$ cat src/rtl/isa_pkg.sv
// Shared ISA definitions for the fetch/decode pipeline: opcodes, instruction
// field positions and the fetch-stage state encoding.
package isa_pkg;

    localparam logic [3:0] OP_AND = 4'd0;
    localparam logic [3:0] OP_OR  = 4'd1;
    localparam logic [3:0] OP_ADD = 4'd2;
    localparam logic [3:0] OP_SUB = 4'd6;
    localparam logic [3:0] OP_SLT = 4'd7;
    localparam logic [3:0] OP_LW  = 4'd8;
    localparam logic [3:0] OP_SW  = 4'd10;
    localparam logic [3:0] OP_BNE = 4'd14;

    localparam int OPC_HI = 15;
    localparam int OPC_LO = 12;
    localparam int RS_HI  = 11;
    localparam int RS_LO  = 8;
    localparam int RT_HI  = 7;
    localparam int RT_LO  = 4;
    localparam int RD_HI  = 3;
    localparam int RD_LO  = 0;

    typedef enum logic [1:0] {
        ST_FETCH = 2'd0,
        ST_HOLD  = 2'd1,
        ST_DROP  = 2'd2
    } fetch_state_e;

    function automatic logic [3:0] opc_of(input logic [15:0] instr);
        return instr[OPC_HI:OPC_LO];
    endfunction

endpackage

$ cat src/rtl/fetch_pc_reg.sv
// Program counter register: synchronous reset, redirect load and increment,
// with priority rst > load > increment.
module fetch_pc_reg #(
    parameter int                ADDR_W   = 8,
    parameter logic [ADDR_W-1:0] RESET_PC = '0
) (
    input  logic              clk,
    input  logic              rst,
    input  logic              load_en,
    input  logic [ADDR_W-1:0] load_pc,
    input  logic              inc_en,
    output logic [ADDR_W-1:0] pc
);

    logic [ADDR_W-1:0] pc_q;
    logic [ADDR_W-1:0] pc_d;

    always_comb begin
        pc_d = pc_q;
        if (load_en) begin
            pc_d = load_pc;
        end else if (inc_en) begin
            pc_d = pc_q + ADDR_W'(1);
        end
    end

    // NOTE: sequential state is updated with non-blocking assignments only,
    // so every flop samples the pre-edge values of its inputs.
    always_ff @(posedge clk) begin
        if (rst) begin
            pc_q <= RESET_PC;
        end else begin
            pc_q <= pc_d;
        end
    end

    assign pc = pc_q;

endmodule

$ cat src/rtl/instr_fetch.sv
// Fetch stage: drives a req/ack handshake to instruction memory, buffers one
// instruction for the decoder and squashes wrong-path fetches on a redirect.
module instr_fetch
    import isa_pkg::*;
#(
    parameter int                ADDR_W   = 8,
    parameter int                INSTR_W  = 16,
    parameter logic [ADDR_W-1:0] RESET_PC = 8'h00
) (
    input  logic               clk,
    input  logic               rst,
    output logic               imem_req,
    output logic [ADDR_W-1:0]  imem_addr,
    input  logic               imem_ack,
    input  logic [INSTR_W-1:0] imem_rdata,
    output logic               out_valid,
    input  logic               out_ready,
    output logic [INSTR_W-1:0] out_instr,
    output logic [ADDR_W-1:0]  out_pc,
    output logic [3:0]         out_opCode,
    input  logic               redirect_valid,
    input  logic [ADDR_W-1:0]  redirect_pc
);

    fetch_state_e       state_q, state_d;
    logic [ADDR_W-1:0]  drop_pc_q, drop_pc_d;
    logic               out_valid_q, out_valid_d;
    logic [INSTR_W-1:0] out_instr_q, out_instr_d;
    logic [ADDR_W-1:0]  out_pc_q, out_pc_d;

    logic              pc_load;
    logic              pc_inc;
    logic [ADDR_W-1:0] pc;

    fetch_pc_reg #(
        .ADDR_W   (ADDR_W),
        .RESET_PC (RESET_PC)
    ) u_pc (
        .clk     (clk),
        .rst     (rst),
        .load_en (pc_load),
        .load_pc (redirect_pc),
        .inc_en  (pc_inc),
        .pc      (pc)
    );

    always_ff @(posedge clk) begin
        if (rst) begin
            state_q <= ST_FETCH;
        end else begin
            state_q <= state_d;
        end
    end

    // NOTE: every signal assigned here gets a default first, so no path can
    // leave one unassigned and infer a latch.
    always_comb begin
        state_d = state_q;
        pc_load = 1'b0;
        pc_inc  = 1'b0;
        unique case (state_q)
            ST_FETCH: begin
                if (redirect_valid) begin
                    pc_load = 1'b1;
                    // Without the ack the request is still open and must be
                    // completed at its original address before refetching.
                    state_d = imem_ack ? ST_FETCH : ST_DROP;
                end else if (imem_ack) begin
                    pc_inc  = 1'b1;
                    state_d = ST_HOLD;
                end
            end
            ST_HOLD: begin
                if (redirect_valid) begin
                    pc_load = 1'b1;
                    state_d = ST_FETCH;
                end else if (out_ready) begin
                    state_d = ST_FETCH;
                end
            end
            ST_DROP: begin
                pc_load = redirect_valid;
                if (imem_ack) begin
                    state_d = ST_FETCH;
                end
            end
            default: begin
                state_d = ST_FETCH;
            end
        endcase
    end

    always_comb begin
        drop_pc_d   = drop_pc_q;
        out_valid_d = out_valid_q;
        out_instr_d = out_instr_q;
        out_pc_d    = out_pc_q;
        unique case (state_q)
            ST_FETCH: begin
                if (redirect_valid) begin
                    if (!imem_ack) begin
                        drop_pc_d = pc;
                    end
                end else if (imem_ack) begin
                    out_valid_d = 1'b1;
                    out_instr_d = imem_rdata;
                    out_pc_d    = pc;
                end
            end
            ST_HOLD: begin
                if (redirect_valid || out_ready) begin
                    out_valid_d = 1'b0;
                end
            end
            default: begin
            end
        endcase
    end

    always_ff @(posedge clk) begin
        if (rst) begin
            drop_pc_q   <= '0;
            out_valid_q <= 1'b0;
            out_instr_q <= '0;
            out_pc_q    <= '0;
        end else begin
            drop_pc_q   <= drop_pc_d;
            out_valid_q <= out_valid_d;
            out_instr_q <= out_instr_d;
            out_pc_q    <= out_pc_d;
        end
    end

    assign imem_req   = (state_q == ST_FETCH || state_q == ST_DROP) && !rst;
    assign imem_addr  = (state_q == ST_DROP) ? drop_pc_q : pc;
    assign out_valid  = out_valid_q;
    assign out_instr  = out_instr_q;
    assign out_pc     = out_pc_q;
    assign out_opCode = out_instr_q[OPC_HI:OPC_LO];

endmodule
$ cat config.mk
export PLATFORM = sky130hd
export DESIGN_NAME = instr_fetch
export DESIGN_NICKNAME = d
export VERILOG_FILES = /design/src/rtl/isa_pkg.sv /design/src/rtl/fetch_pc_reg.sv /design/src/rtl/instr_fetch.sv
export SDC_FILE = /design/constraint.sdc
export NUM_CORES = 1
export LEC_CHECK = 0
export CAP_MARGIN = 20
export CORE_ASPECT_RATIO = 0.8
export CORE_UTILIZATION = 46
export DETAILED_ROUTE_END_ITERATION = 8
export GPL_TIMING_DRIVEN = 0
export PLACE_DENSITY = 0.89
export SETUP_SLACK_MARGIN = 0.1
export SYNTH_ARGS = -nofsm -noshare
export SYNTH_HDL_FRONTEND = slang
export SYNTH_HIERARCHICAL = 1
export SYNTH_SLANG_ARGS = --single-unit
$ cat constraint.sdc
create_clock -name clk -period 2.8 [get_ports clk]
set_input_delay 0.56 -clock clk [delete_from_list [all_inputs] [get_ports clk]]
set_output_delay 0.56 -clock clk [all_outputs]
set_load 0.1 [all_outputs]
After elaboration in Yosys (flattened, before gate mapping)
Cells that the tools add are included.
Word-level totals
  input bits: 29
  memories: 0
  latch bits: 0
  logic and storage cells: 48
  RAM bits: 0
  output and inout port bits: 38
  register bits after elaboration: 43
  memory bits (read-only): 0
Operators by class
  shift operators: 0
  muxes and demuxes: 19
  $mul: 0
  bitwise logic cells: 2
  div/mod/pow operators: 0
  $add $sub $neg: 1
  magnitude comparators: 0
  reductions and logical operators: 12
  eq/ne operators: 8
Operator list (number)
  $mux 8: 3
  $mux 2: 6
  $reduce_and 3->1: 3
  $add 8x1->8 const B: 1
  $ne 2x2->1 const B: 4
  $mux 1: 7
  $ne 3x3->1 const B: 2
  $pmux 2 s3: 1
  $pmux 1 s2: 2
  $reduce_and 4->1: 1
  $reduce_bool 2->1: 2
  $eq 2x1->1 const B: 1
  $eq 2x2->1 const B: 1
  $logic_not 2->1: 1
  $logic_or 1x1->1: 2
  $not 1->1: 2
  $reduce_or 2->1: 1
  $logic_and 1x1->1: 1
  $logic_not 1->1: 1

Logic depth before layout (Yosys ltp)
  depth in word-level cells: 5
  mapped depth: 9
  depth with buffers taken out: 5

By module
The synthesis kept the hierarchy.
Modules (own cells, without submodules)
  instr_fetch: cells an instance 161, instances 1, area an instance 1702.9 µm², sequential area each 700.7 µm²
  fetch_pc_reg: cells an instance 53, instances 1, area an instance 464.2 µm², sequential area each 160.2 µm²

Least setup slack after synthesis
No wires, ideal clock.
  path type: input -> output
  start point: in rst
  end point: out imem_req
  buffers on the path: 1
  stages on the path: 2
  data arrival time: 1.975 ns
  setup slack: 0.265 ns
  data required time: 2.240 ns
  cell sequence: clkbuf_1 nor2_1
On the way
  longest elaborated chain between the ends: 2
Ends and longest elaborated chain
  from (decl): RTL line instr_fetch.sv:11  | input logic rst,
  $logic_not 1->1: RTL line instr_fetch.sv:134  | assign imem_req = (state_q == ST_FETCH || state_q == ST_DROP) && !rst;
  $logic_and 1x1->1: RTL line instr_fetch.sv:134
  to (decl): RTL line instr_fetch.sv:12  | output logic imem_req,
No other way between the ends.

Worst setup path in the final report
Ends and elaborated chain as after synthesis.

==> results.yml <==
status:
  status: "complete, no violations"
clock_tree:
  cts.sinks: 43
  cts_made_buffers: 5
  path_clk_slew_ns: 0.07
  cts_hold_buf: 0
  h-tree-depth: 2
  clock_path_buffers: 2
  worstSkewPairLatency_ns: 0.29
  clockRootBuffer: "clkbuf_8"
  post-cts-setup-buffers: 0
  cts_tree: "built"
sta:
  finalSetupViolations: 0
  finalHoldViolations: 0
  fmax_mhz: 383
  fin_skew_ns: 0.0101
  finalMaxSlewViolations: 0
  min_period_over_period_pct: 93.1
  holdWs_ns: 0.477
  relSlewSlack_pct: 33.6
  rsz0062_at_grt: "no"
  layout_min_cycle_time_ns: 2.61
  worst_slack_ns: 0.192
  tightest_slew_ns: 0.993
finish:
  area_delta_synth_final_pct: 39.1
  drive_above_1_share_pct: 15.0
  final_cell_mix: "nand2b_1 (57), clkdlybuf4s50_1 (55), dfxtp_1 (43)"
  utilization_pct: 69.1
  antennaDiodeCount: 0
  fill_cells: 363
  layout.cells.most_common: "nand2b_1"
  nets: 316
  postLayoutCellArea_mm2: 0.00302
routing:
  drtIter0Drc: 76
  routed_wl_um: 4800
  via_per_inst: 5.10
  drt_first_pass_iters: 4
  wl_per_cell_um: 14.0
  drtAntennaViolNets: 0
  drc: 0
  vias: 1754
placed_design:
  hpwl_um: 3440
  portBuffers: 65
  gp_congestion: 0.775
  pre_cts_slack_ns: -0.287
  postPlaceCellArea_mm2: 0.00289
pwr:
  p_sw_share_pct: 33.5
  ir_drop_uv: 291
  p_switching_mw: 0.547
  p_clk_share_pct: 30.9
  leakage_nw: 1.14
  powerDensity_mw_per_mm2: 542
  power_frac_comb_pct: 28.1
  p_seq_share_pct: 41.0
  p_int_mw: 1.09
grt:
  antenna_found_initial: 0
  grt-busiest-layer: "met2"
  grt_usage_pct: 20.5
  grt_pass1_wl_um: 7830
  grt_max_degree: 14
  met1_usage_pct: 27.3
  use_met3_pct: 4.93
  grt_pass1_vias: 1644
  use_met2_pct: 31.1
  grt_overflow: 0
floorplanning:
  coreArea_mm2: 0.00436
  die_w_um: 78.7
  rows: 21
  die_area_mm2: 0.00499
  initial_core_util_pct: 49.7
  die_h_um: 63.4
  io-pin-count: 67
logic_synthesis:
  synthCells: 214
  yosysSeqAreaShare_pct: 39.7
  synth.distinct_cells: 33
  synth.cell_area_mm2: 0.00217
  ys_warn_count: 6
  syn_area_per_cell_um2: 10.1
  synth_nets: 244
  ys_seq_elements: 43
critical_path:
  cpMaxStageDelayCell: "clkdlybuf4s50_1"
  cp_max_fo: 10
  crit_cells: 3
  worstPathRequired_ns: 2.24
  critPathArrivalTime_ns: 2.05
  crit_buf_inv: 2
  max_stage_delay_ns: 1.14
  reg2reg_slack_ns: 0.31
  endpoint_kind: "output pin"
  reg2reg_depth: 9
  start_kind: "primary input"
  crit_type: "primary input to output pin"
  crit_path_cell_trace: "clkbuf_1, nor2_1, clkdlybuf4s50_1"
  path_delay_family: "buffers and inverters"
job:
  max_cap_viol_count: 0
min_path:
  min_delay_path_depth: 2
  min_path_type: "flip-flop to flip-flop"
metal layers:
layer	up-vias	share of wire, %
met5	-	0
met4	0	2.0
met3	8	5.1
met2	50	44
met1	827	49
li1	869	-
power by group through the flow:
stage | clock, mW | sequential, mW | combinational [mW]
global route | 0.545 | 0.675 | 0.478
detailed placement | 0 | 0.683 | 0.463
finish | 0.505 | 0.671 | 0.458
floorplan | 0 | 0.796 | 0.226
CTS | 0.515 | 0.670 | 0.460
global placement | 0 | 0.682 | 0.458
path summary, 6_finish.rpt:
check / from / end
setup reg to reg: state_q[0] / u_pc/pc[7]
setup / recovery: rst / imem_req
hold / removal: out_instr[8] / out_instr[8]
hold reg to reg: out_instr[8] / out_instr[8]
what timing repair did:
action / in CTS / in global routing
endpoints found under the setup margin: 10 / 8
pin swaps: 0 / 0
gates resized for setup: 26 / 2
per-stage QoR:
step,cells,TNS [ns],total power [mW]
2_1_floorplan,214,0,1.02
3_3_place_gp,336,-1.03,1.14
3_5_place_dp,336,-0.962,1.15
4_1_cts,344,0,1.65
5_1_grt,344,0,1.70
6_report,344,0,1.63
logic make-up (layout without fill, tap and decap cells):
family / count (synthesis) / count (layout) / share of synthesized area, %
xor gates and xnor gates: 4 / 4 / 1.62
and+or+nand+nor: 85 / 85 / 24.9
AOI/OAI and AO/OA: 16 / 16 / 5.60
adders and majority gates: 1 / 1 / 0.577
muxes: 43 / 43 / 20.4
DFF: 43 / 43 / 39.7
buffers and inverters: 22 / 95 / 7.22
synthesized netlist by cell type:
master,instances,area share (%)
or3b_2,1,0.40
nand2_1,2,0.35
buf_4,5,1.7
nor2b_1,1,0.29
o221a_4,1,0.92
or3b_1,1,0.40
nor4b_2,1,0.69
clkinv_4,1,0.40
or4b_2,2,0.92
clkbuf_1,8,1.4
o31a_1,1,0.40
nand4_1,3,0.87
o21a_1,1,0.35
ha_1,1,0.58
mux2_2,9,4.7
a21oi_1,5,1.2
nor3b_1,3,1.0
dfxtp_1,43,40
buf_6,3,1.6
or4_1,2,0.69
a211oi_1,3,1.0
o211ai_1,4,1.4
nand3_1,3,0.69
inv_1,3,0.52
nor2_1,7,1.2
nor3_1,1,0.23
nand2b_1,57,16
buf_12,1,0.92
mux2i_1,34,16
or4b_4,1,0.63
xor2_1,4,1.6
buf_8,1,0.69
a21boi_0,1,0.35
state kept, by name, indices dropped and copies added (netlist names):
name       cells
out_instr     16
u_pc/pc        8
drop_pc_q      8
out_pc         8
out_valid      1
state_q        2
layout make-up:
| class | count | area, um^2 | share of cell area [%] |
|---|---|---|---|
| Buffer | 18 | 138 | 4.56 |
| Clock buffer | 6 | 82.6 | 2.74 |
| Clock inverter | 2 | 35.0 | 1.16 |
| Inverter | 4 | 20.0 | 0.664 |
| Multi-Input combinational cell | 149 | 1150 | 38.1 |
| Sequential cell | 43 | 861 | 28.5 |
| Tap cell | 57 | 71.3 | 2.37 |
| Timing Repair Buffer | 65 | 658 | 21.8 |
tightest hold or removal path: cells and delay by family, from the launching register on:
| kind | cells | cell delay [ns] |
|---|---|---|
| flip-flops | 1 | 0.31 |
| AND/OR/NAND/NOR | 1 | 0.06 |
| multiplexers | 1 | 0.06 |
Note: power is estimated with default switching activity, not from simulation.
